==> src/rtl/osc_mon_pkg.sv <==
// Shared types and helpers for the oscillator frequency monitors.
// Holds the monitor FSM states, settle length and counter width helper.
package osc_mon_pkg;

    typedef enum logic [1:0] {
        IDLE,
        SETTLE,
        MEASURE
    } mon_state_e;

    localparam int SETTLE_CYCLES = 3;

    // Bits needed to hold the values 0 .. n-1.
    function automatic int cnt_width(input int n);
        return (n <= 2) ? 1 : $clog2(n);
    endfunction

endpackage

==> src/rtl/sync_edge_detect.sv <==
// Multi-flop synchronizer for an asynchronous clock-like input,
// plus one extra flop to produce a single-cycle rising-edge strobe.
module sync_edge_detect #(
    parameter int SYNC_STAGES = 2
) (
    input  logic clk,
    input  logic rst,
    input  logic d,
    output logic rise
);

    logic [SYNC_STAGES:0] sr;

    // Shift the raw input through the synchronizer and delay flop.
    always_ff @(posedge clk or posedge rst) begin
        if (rst) begin
            sr <= '0;
        end else begin
            sr <= {sr[SYNC_STAGES-1:0], d};
        end
    end

    assign rise = sr[SYNC_STAGES-1] & ~sr[SYNC_STAGES];

endmodule

==> src/rtl/osc_freq_monitor.sv <==
// Counts monitored-clock rising edges over a fixed window of system
// clocks, flags out-of-range frequency and a stopped monitored clock.
module osc_freq_monitor
    import osc_mon_pkg::*;
#(
    parameter int WINDOW_CYCLES = 50000,
    parameter int CNT_W         = 16,
    parameter int LO_LIMIT      = 990,
    parameter int HI_LIMIT      = 1010,
    parameter int STALL_CYCLES  = 256
) (
    input  logic             clk,
    input  logic             rst,
    input  logic             enable,
    input  logic             mon_clk,
    output logic [CNT_W-1:0] count,
    output logic             count_valid,
    output logic             freq_ok,
    output logic             clk_lost
);

    localparam int WIN_W = cnt_width(WINDOW_CYCLES);
    localparam int STL_W = cnt_width(STALL_CYCLES + 1);

    localparam logic [WIN_W-1:0] WIN_LAST   = WIN_W'(WINDOW_CYCLES - 1);
    localparam logic [STL_W-1:0] STL_MAX    = STL_W'(STALL_CYCLES);
    localparam logic [1:0]       SETTLE_END = 2'(SETTLE_CYCLES - 1);
    localparam logic [CNT_W-1:0] CNT_MAX    = '1;

    mon_state_e state;
    mon_state_e state_nxt;

    logic             rise;
    logic [1:0]       settle_cnt;
    logic [WIN_W-1:0] win_cnt;
    logic [CNT_W-1:0] edge_cnt;
    logic [CNT_W-1:0] edge_nxt;
    logic [STL_W-1:0] stall_cnt;
    logic [31:0]      edge_ext;
    logic             win_last;
    logic             in_range;

    sync_edge_detect #(
        .SYNC_STAGES (2)
    ) u_sync (
        .clk  (clk),
        .rst  (rst),
        .d    (mon_clk),
        .rise (rise)
    );

    // FSM state register.
    always_ff @(posedge clk or posedge rst) begin
        if (rst) begin
            state <= IDLE;
        end else begin
            state <= state_nxt;
        end
    end

    // Next-state logic; a low enable always wins and drops to IDLE.
    always_comb begin
        state_nxt = state;
        if (!enable) begin
            state_nxt = IDLE;
        end else begin
            unique case (state)
                IDLE:    state_nxt = SETTLE;
                SETTLE:  if (settle_cnt == SETTLE_END) state_nxt = MEASURE;
                MEASURE: state_nxt = MEASURE;
                default: state_nxt = IDLE;
            endcase
        end
    end

    // Edge count including any rise in the current cycle, saturating.
    always_comb begin
        edge_nxt = edge_cnt;
        if (rise && edge_cnt != CNT_MAX) begin
            edge_nxt = edge_cnt + 1'b1;
        end
    end

    assign win_last = (state == MEASURE) && (win_cnt == WIN_LAST);
    assign edge_ext = 32'(edge_nxt);
    assign in_range = (edge_ext >= 32'(LO_LIMIT)) &&
                      (edge_ext <= 32'(HI_LIMIT));

    // Settle timer: lets the synchronizer flush before counting.
    always_ff @(posedge clk or posedge rst) begin
        if (rst) begin
            settle_cnt <= '0;
        end else if (state != SETTLE) begin
            settle_cnt <= '0;
        end else begin
            settle_cnt <= settle_cnt + 1'b1;
        end
    end

    // Window and edge counters; restart together at each window end.
    always_ff @(posedge clk or posedge rst) begin
        if (rst) begin
            win_cnt  <= '0;
            edge_cnt <= '0;
        end else if (state != MEASURE || win_last) begin
            win_cnt  <= '0;
            edge_cnt <= '0;
        end else begin
            win_cnt  <= win_cnt + 1'b1;
            edge_cnt <= edge_nxt;
        end
    end

    // Stall counter: cycles since the last monitored edge, saturating.
    always_ff @(posedge clk or posedge rst) begin
        if (rst) begin
            stall_cnt <= '0;
        end else if (state != MEASURE || rise) begin
            stall_cnt <= '0;
        end else if (stall_cnt != STL_MAX) begin
            stall_cnt <= stall_cnt + 1'b1;
        end
    end

    // Result registers; a window closing with enable low is discarded.
    always_ff @(posedge clk or posedge rst) begin
        if (rst) begin
            count       <= '0;
            count_valid <= 1'b0;
            freq_ok     <= 1'b0;
        end else begin
            count_valid <= 1'b0;
            if (win_last && enable) begin
                count       <= edge_nxt;
                count_valid <= 1'b1;
                freq_ok     <= in_range;
            end else if (state_nxt != MEASURE) begin
                freq_ok <= 1'b0;
            end
        end
    end

    assign clk_lost = (state == MEASURE) && (stall_cnt == STL_MAX);

endmodule

==> config.mk <==
export PLATFORM = sky130hd
export DESIGN_NAME = osc_freq_monitor
export DESIGN_NICKNAME = d
export VERILOG_FILES = /design/src/rtl/osc_mon_pkg.sv /design/src/rtl/sync_edge_detect.sv /design/src/rtl/osc_freq_monitor.sv
export SDC_FILE = /design/constraint.sdc
export NUM_CORES = 1
export LEC_CHECK = 0
export ABC_AREA = 1
export CAP_MARGIN = 20
export CORE_MARGIN = 2
export CORE_UTILIZATION = 25
export CTS_BUF_LIST = sky130_fd_sc_hd__clkbuf_2
export CTS_CLUSTER_DIAMETER = 80
export DETAILED_ROUTE_END_ITERATION = 10
export GPL_ROUTABILITY_DRIVEN = 1
export HOLD_SLACK_MARGIN = 0.1
export MAX_ROUTING_LAYER = met4
export PLACE_DENSITY = 0.52
export SYNTH_ARGS = -nofsm -noshare
export SYNTH_HDL_FRONTEND = slang
export SYNTH_SLANG_ARGS = --single-unit
==> constraint.sdc <==
create_clock -name clk -period 1.75 [get_ports clk]
set_input_delay 0.2625 -clock clk [delete_from_list [all_inputs] [get_ports clk]]
set_output_delay 0.2625 -clock clk [all_outputs]
set_load 0.1 [all_outputs]
==> flow_summary.yaml, run 1 <==
sta:
  finalWorstSetupSlack_ps: -395
  rsz0062_at_grt: "yes"
  tightest_slew_ps: 344
  fin_crit_ps: 2150
  hold_violations: 0
  max_slew_margin: 0.768
  skew_ps: 25.0
  fmax_mhz: 466
  timing.final.crit_share: 1.23
  setup_violations: 6
  slew_viol_final: 0
  whs_ps: 135
placement:
  place_area_um2: 4440
  dp.cells: 679
  gp_congestion: 0.881
  hpwl_um: 6070
  io_buffers: 22
drt:
  drc: 0
  drt_first_pass_iters: 5
  wl_per_cell_um: 12.2
  ant_nets: 0
  drt_wl_total_um: 8700
  drt_iter0_drc: 122
  viasPerCell: 4.40
  vias: 3144
power_and_ir_drop:
  p_leak_nw: 2.18
  p_per_area_nw_per_um2: 498
  netSwitchingFraction: 0.287
  max-vdd-ir-drop_mv: 0.190
  pwr-share-comb: 0.084
  power_frac_seq: 0.613
  internal-power_mw: 1.82
  p_sw_mw: 0.734
  clkPwrFrac: 0.303
critical_path:
  crit_type: "register to output pin"
  required_ps: 1490
  crit_fanout: 5
  start_kind: "register"
  arrival_ps: 1880
  critPathCaptureType: "output pin"
global_routing:
  grt_pass1_wl_um: 14200
  grt_remaining_overflow: 0
  grt_usage: 0.128
  antenna_found_initial: 0
  grt_max_degree: 32
  grt_pass1_vias: 3102
flow_run:
  maxCapViolCount: 0
floorplan:
  placementRows: 42
  die_area_um2: 14500
  start_util: 0.257
  fp.dieH_um: 121
  ioPinCount: 23
  core-area_um2: 13200
  dieWidth_um: 121
clock_tree:
  cts-root-buf: "clkbuf_2"
  clk_pin_slew_ps: 190
  tritoncts: "built"
  clock_latency_ps: 560
  cts_buffers: 9
  cts.sink_count: 66
  cts_buffer_depth: 2
  cts-htree-levels: 3
yosys:
  ys_seq_area_frac: 0.486
  synth_area_leader_cell: "dfrtp_1"
  synth_top_area_frac: 0.486
  synth.yosys.warnings: 0
  ys_ff_latch: 66
  syn_area_per_cell_um2: 7.81
  synthTopCellsByArea: "dfrtp_1 (49%), nand2_1 (12%), nor2_1 (7.4%)"
  yosysUniqueCellTypes: 28
  synthesis.nets: 444
  synthesis.area_um2: 3400
  synthCells: 435
layout:
  drive_gt1_frac: 0.414
  num_antenna_cells: 0
  mostFrequentLayoutCells: "nand2_1 (81), dfrtp_1 (64), buf_4 (48)"
  layout.nets: 543
  fillerInstances: 1325
  area_growth_pct: 51.1
  final_cell_area_um2: 5130
  final_common_cell: "nand2_1"
  fin_cells: 715
outcome:
  violations: "setup timing"
  status: "finished with violations"
hold_path:
  hp-class: "primary input to register"
critical path, stage by stage (launching register included):
cell	delay, ps
dfrtp_1	440
inv_2	100
nand4_1	160
nor4_4	280
inv_2	70
nor2_4	100
buf_12	180
cells by family after synthesis:
| kind of cell | Yosys count | synth area share |
|---|---|---|
| and+or+nand+nor | 252 | 0.333 |
| buffers and inverters | 66 | 0.0795 |
| DFF | 66 | 0.486 |
| AOI/OAI and AO/OA | 36 | 0.0574 |
| xor gates and xnor gates | 10 | 0.0258 |
| adders and majority gates | 5 | 0.0184 |
cells in the mapped netlist, drive strengths merged:
cell,instances
nand2,118
nor2,75
dfrtp,66
inv,59
o21ai,29
nand3,22
nor3,13
nand4,12
xor2,8
buf,6
nor3b,6
a21oi,5
ha,5
nor4,4
nand3b,2
xnor2,2
a31oi,1
clkbuf,1
o211ai,1
routing by layer:
| metal | vias up | routed length [um] | GRT usage |
|---|---|---|---|
| li1 | 1577 | - | - |
| met1 | 1506 | 4040 | 0.159 |
| met2 | 41 | 4210 | 0.199 |
| met3 | 20 | 227 | 0.0226 |
| met4 | 0 | 220 | 0.0661 |
| met5 | - | 0 | - |
repair_timing:
item	CTS	global route
hold endpoints to repair	10	0
setup endpoints to repair	12	37
setup buffers	12	12
hold buffers	1	0
resized for setup	33	124
pin swaps	16	33
sequential cells by signal, summed over array words and instances, names as in the netlist:
register,count
state,2
stall_cnt,9
win_cnt,16
settle_cnt,2
edge_cnt,16
freq_ok,1
count,16
count_valid,1
u_sync.sr,3
final timing paths:
check / startpoint / to / slack [ps] / depth (start not counted)
worst min register to register: u_sync.sr[0] / u_sync.sr[1] / 380 / 0
min in group asynchronous: rst / win_cnt[12] / 560 / 3
worst max register to register: edge_cnt[0] / freq_ok / -110 / 14
worst max-delay path: stall_cnt[4] / clk_lost / -400 / 6
max in group asynchronous: rst / count[5] / 720 / 4
worst min-delay path: mon_clk / u_sync.sr[0] / 140 / 1
power groups by stage:
stage	combinational [mW]	clock [mW]	sequential, mW
6_report	0.215	0.775	1.56
4_1_cts	0.197	0.804	1.57
3_3_place_gp	0.175	0	1.59
5_1_grt	0.240	0.877	1.57
3_5_place_dp	0.179	0	1.59
2_1_floorplan	0.0972	0	1.59
final cells by class:
class / instances / area (um2) / area share
clock buffers: 10 / 50.0 / 0.00975
clock inverters: 6 / 33.8 / 0.00658
multi-input cells: 303 / 1850 / 0.360
inverters: 59 / 238 / 0.0463
flip-flops and latches: 66 / 1650 / 0.322
well taps: 176 / 220 / 0.0429
repair buffers: 95 / 1090 / 0.212
per-stage QoR:
step	TNS (ps)	total power [mW]	utilization	setup WS, ps
5_1_grt	-2410	2.69	0.388	-512
4_1_cts	-505	2.57	0.358	-396
6_report	-553	2.55	0.388	-395
3_3_place_gp	-44.0	1.77	0.335	-44.0
3_5_place_dp	-134	1.77	0.335	-70.4
2_1_floorplan	-35.0	1.69	-	-35.0
No activity file was read; power rests on OpenSTA's default activity.
==> run 2, diff against run 1 <==
--- a/config.mk
+++ b/config.mk
@@ -16,6 +16,8 @@
 export HOLD_SLACK_MARGIN = 0.1
 export MAX_ROUTING_LAYER = met4
 export PLACE_DENSITY = 0.52
+export SETUP_SLACK_MARGIN = 0.15
+export SLEW_MARGIN = 20
 export SYNTH_ARGS = -nofsm -noshare
 export SYNTH_HDL_FRONTEND = slang
 export SYNTH_SLANG_ARGS = --single-unit
==> run 2 against run 1 <==
  * The flow still finishes with violations (setup timing)
  * Count of clock-buffer cells in the layout is 1 lower
  * Largest cell class unchanged
  * Largest power group unchanged
  * Global-route usage up 0.68 points
  * Critical endpoint unchanged
  * First-iteration DRC count is 19% lower
  * Via count increased by 1.4%
==> flow_summary.yaml, run 2 (synthesized netlist as in run 1, its figures left out) <==
sta:
  skew_ps: 34.9
  whs_ps: 282
  hold_violations: 0
  rsz0062_at_grt: "yes"
  max_slew_margin: 0.756
  timing.final.crit_share: 1.23
  fmax_mhz: 466
  setup_violations: 3
  fin_crit_ps: 2150
  tightest_slew_ps: 365
  finalWorstSetupSlack_ps: -398
  slew_viol_final: 0
layout:
  fin_util: 0.398
  area_growth_pct: 55.2
  final_cell_area_um2: 5270
  reg.largest.list: "count x16, edge_cnt x16, win_cnt x16"
  mostFrequentLayoutCells: "nand2_1 (86), dfrtp_1 (65), buf_4 (52)"
  layout.nets: 545
  num_antenna_cells: 0
  drive_gt1_frac: 0.425
  final_common_cell: "nand2_1"
global_routing:
  antenna_found_initial: 0
  grt_usage: 0.135
  grt_pass1_wl_um: 14800
  grt_most_used_layer: "met2"
  grt_util_met3: 0.0311
  met1_usage: 0.174
  grt_max_degree: 67
  use_met2: 0.201
  grt_pass1_vias: 3109
  grt_remaining_overflow: 0
drt:
  drt_wl_total_um: 9450
  drt_first_pass_iters: 4
  viasPerCell: 4.45
  ant_nets: 0
  wl_per_cell_um: 13.2
  drc: 0
  vias: 3189
  drt_iter0_drc: 99
power_and_ir_drop:
  internal-power_mw: 1.96
  netSwitchingFraction: 0.281
  p_sw_mw: 0.766
  p_leak_nw: 2.28
  p_per_area_nw_per_um2: 517
  power_frac_seq: 0.575
  pwr-share-comb: 0.075
  max-vdd-ir-drop_mv: 0.210
  clkPwrFrac: 0.350
critical_path:
  arrival_ps: 1890
  ff2ff_setup_slack_ps: -30
  critPathCaptureType: "output pin"
  crit_fanout: 4
  start_kind: "register"
  crit_type: "register to output pin"
  required_ps: 1490
floorplan:
  start_util: 0.257
  fp.dieH_um: 121
  core-area_um2: 13200
  ioPinCount: 23
  die_area_um2: 14500
  placementRows: 42
  dieWidth_um: 121
placement:
  gp_congestion: 0.870
  place_area_um2: 4320
  hpwl_um: 5930
  io_buffers: 22
  pre_cts_ws_ps: -61.4
outcome:
  status: "finished with violations"
  violations: "setup timing"
clock_tree:
  clock_latency_ps: 600
  cts-root-buf: "clkbuf_2"
  cts.sink_count: 66
  cts_buffer_depth: 2
  cts-htree-levels: 3
  tritoncts: "built"
  cts_buffers: 9
  clk_pin_slew_ps: 210
hold_path:
  hp-class: "primary input to register"
flow_run:
  maxCapViolCount: 0
-- run 2: final timing paths --
check	depth (start not counted)	to	from
setup reg to reg	14	freq_ok	edge_cnt[1]
hold / removal	3	state[0]	enable
min in group asynchronous	4	freq_ok	rst
setup / recovery	6	clk_lost	stall_cnt[7]
max in group asynchronous	4	count[8]	rst
hold reg to reg	0	u_sync.sr[2]	u_sync.sr[1]
-- run 2: stage by stage --
stage                     power (mW)  setup TNS (ps)  cells
final                           2.72            -449    717
after global routing            2.87           -2260    717
after CTS                       2.73            -435    698
after detailed placement        1.76           -61.4    663
after global placement          1.76          -0.475    663
after floorplan                 1.69           -35.0    435
-- run 2: repair_timing --
item                                    CTS  global route
hold endpoints to repair                 28             0
endpoints found under the setup margin   40            61
gates resized for setup                  69            92
gates cloned                              2             2
buffers inserted                         15            17
hold buffers                              2             0
pin swaps                                23            32
-- run 2: power by group through the flow --
| stage | clock network, mW | registers [mW] | logic (mW) |
|---|---|---|---|
| floorplan | 0 | 1.59 | 0.0972 |
| global placement | 0 | 1.59 | 0.164 |
| detailed placement | 0 | 1.59 | 0.165 |
| CTS | 0.982 | 1.57 | 0.181 |
| global route | 1.06 | 1.57 | 0.231 |
| finish | 0.952 | 1.57 | 0.205 |
-- run 2: critical path, stage by stage (launching register included) --
cell	delay (ps)
dfrtp_1	430
inv_2	80
nand4_1	160
nor4_4	270
inv_2	70
nor2_4	110
buf_12	180
-- run 2: per-layer routing --
metal,wire (um),part of all wire
met1,4380,0.46
met2,4570,0.48
met3,296,0.031
met4,196,0.021
met5,0,0
-- run 2: final cells by class --
class,instances,area (um2)
repair buffers,97,1140
inverters,59,233
clock buffers,9,45.0
multi-input cells,303,1910
clock inverters,7,70.1
flip-flops and latches,66,1650
fillers,1321,7970
well taps,176,220
==> run 3, diff against run 2 <==
--- a/config.mk
+++ b/config.mk
@@ -5,7 +5,6 @@
 export SDC_FILE = /design/constraint.sdc
 export NUM_CORES = 1
 export LEC_CHECK = 0
-export ABC_AREA = 1
 export CAP_MARGIN = 20
 export CORE_MARGIN = 2
 export CORE_UTILIZATION = 25
==> run 3 against run 2 <==
  * The run still ends with setup timing left
  * Sequential power about the same
  * Total power shrank 1.1%
  * Global-route usage decreased by 0.40 points
  * Critical endpoint is now stall_cnt[1]
==> flow_summary.yaml, run 3 <==
global_routing:
  grt_remaining_overflow: 0
  grt_pass1_wl_um: 14300
  antenna_found_initial: 0
  grt_usage: 0.131
  grt_pass1_vias: 3033
  grt_max_degree: 27
yosys:
  ys_ff_latch: 66
  synthTopCellsByCount: "dfrtp_1 (66), nor2_1 (54), nand2_1 (32)"
  ys_seq_area_frac: 0.504
  async_flop_share: 1.00
  synth_area_leader_cell: "dfrtp_1"
  syn_area_per_cell_um2: 9.88
  synth_top_flop_cell: "dfrtp_1"
  synthCells: 332
  synth.yosys.warnings: 0
  synthesis.area_um2: 3280
  yosysUniqueCellTypes: 52
  synthesis.nets: 341
  synth_top_area_frac: 0.504
  synthTopCellsByArea: "dfrtp_1 (50%), nor2_1 (6.2%), xnor2_1 (3.7%)"
  synth_most_common_cell: "dfrtp_1"
  synth_edf_count: 0
sta:
  rsz0062_at_grt: "yes"
  skew_ps: 28.3
  max_slew_margin: 0.683
  finalWorstSetupSlack_ps: -432
  fmax_mhz: 458
  whs_ps: 370
  tightest_slew_ps: 475
  final.setup.tns_ps: -2180
  hold_violations: 0
  setup_violations: 18
  slew_viol_final: 0
  fin_crit_ps: 2180
  timing.final.crit_share: 1.25
drt:
  drt_first_pass_iters: 4
  vias: 2900
  viasPerCell: 4.56
  drc: 0
  wl_per_cell_um: 13.9
  drt_wl_total_um: 8860
  drt_iter0_drc: 73
  ant_nets: 0
power_and_ir_drop:
  p_per_area_nw_per_um2: 497
  p_leak_nw: 2.24
  finalPower_mw: 2.69
  max-vdd-ir-drop_mv: 0.329
layout:
  drive_gt1_frac: 0.483
  num_antenna_cells: 0
  layout.nets: 468
  area_growth_pct: 65.2
  fin_cells: 636
  final_common_cell: "buf_4"
  reg.largest.list: "count x16, edge_cnt x16, win_cnt x16"
  mostFrequentLayoutCells: "buf_4 (73), dfrtp_1 (63), nor2_1 (41)"
  final_cell_area_um2: 5420
  fin_util: 0.426
floorplan:
  core-area_um2: 12700
  fp.dieH_um: 119
  ioPinCount: 23
  dieWidth_um: 119
  die_area_um2: 14000
  start_util: 0.258
  placementRows: 41
clock_tree:
  cts.sink_count: 66
  clock_latency_ps: 550
  cts-root-buf: "clkbuf_2"
  cts-htree-levels: 3
  cts_buffer_depth: 2
  cts_buffers: 9
  tritoncts: "built"
  clk_pin_slew_ps: 220
placement:
  hpwl_um: 5500
  io_buffers: 22
  place_area_um2: 4410
  pre_cts_ws_ps: -184
  dp.cells: 579
  gp_congestion: 0.836
critical_path:
  critPathCaptureType: "register"
  worst_path_max_delay_cell: "dfrtp_1"
  path_cells: "inv_2 > buf_4 > buf_4 > buf_4 > buf_4 > buf_4 > buf_4 > buf_4 > buf_4 > buf_4 > buf_4 > buf_6 > buf_6 > nor2_4 > a21oi_2 > nor2_1"
  arrival_ps: 2690
  required_ps: 2260
  start_kind: "register"
  crit_type: "register to register"
  crit_fanout: 2
  cp_common_cell: "buf_4"
  slowest_delay_ps: 430
outcome:
  violations: "setup timing"
  status: "finished with violations"
hold_path:
  hp-class: "register to register"
flow_run:
  maxCapViolCount: 0
==> run 3: logic make-up (layout without fill, tap and decap cells) <==
logic type,Yosys count,after routing,share of synthesized area
xor+xnor,28,28,0.0748
fa+ha+maj,5,5,0.0191
buf+inv,20,152,0.0286
compound gates,46,46,0.0904
simple gates,163,163,0.271
mux,4,4,0.0126
flops,66,66,0.504
==> run 3: final cells by class <==
type                       instances  area [um2]
clock buffer                       9        45.0
timing repair buffer             125        1350
multi-input combinational        246        2040
tap                              172         215
sequential                        66        1660
fill                            1255        7300
inverter                          11        45.0
clock inverter                     7        77.6
==> run 3: path summary, 6_finish.rpt <==
check                               end  cells after the start  slack [ps]    startpoint
setup reg to reg           stall_cnt[1]                     16        -430  stall_cnt[1]
max in group asynchronous   edge_cnt[3]                      4         650           rst
hold / removal             u_sync.sr[1]                      0         370  u_sync.sr[0]
setup / recovery           stall_cnt[1]                     16        -430  stall_cnt[1]
hold reg to reg            u_sync.sr[1]                      0         370  u_sync.sr[0]
min in group asynchronous    win_cnt[2]                      3         600           rst
==> run 3: what timing repair did <==
item                                    4_1_cts  5_1_grt
hold buffers                                  2        0
buffers inserted                             25       13
endpoints found under the hold margin        16        0
gates resized for setup                      70       56
gates cloned                                  1        0
endpoints found under the setup margin       49       48
pin swaps                                    34       31
==> run 3: layer usage <==
layer  share of wire  vias to the layer above  GRT usage
li1                -                     1409          -
met1            0.45                     1427      0.161
met2            0.50                       52      0.210
met3           0.037                       12     0.0362
met4           0.015                        0     0.0357
met5               0                        -          -
==> run 3: critical path: cells and delay by family, from the launching register on <==
| kind | cells | cell delay (ps) |
|---|---|---|
| AOI/OAI and AO/OA | 1 | 40 |
| and+or+nand+nor | 2 | 160 |
| DFF | 1 | 430 |
| buffers and inverters | 13 | 1500 |
==> run 3: where the power goes <==
part           switching, mW  internal [mW]  total [mW]
logic                 0.0997         0.0819       0.182
clock network          0.613          0.333       0.947
registers             0.0155           1.55        1.57
total                  0.729           1.97        2.69
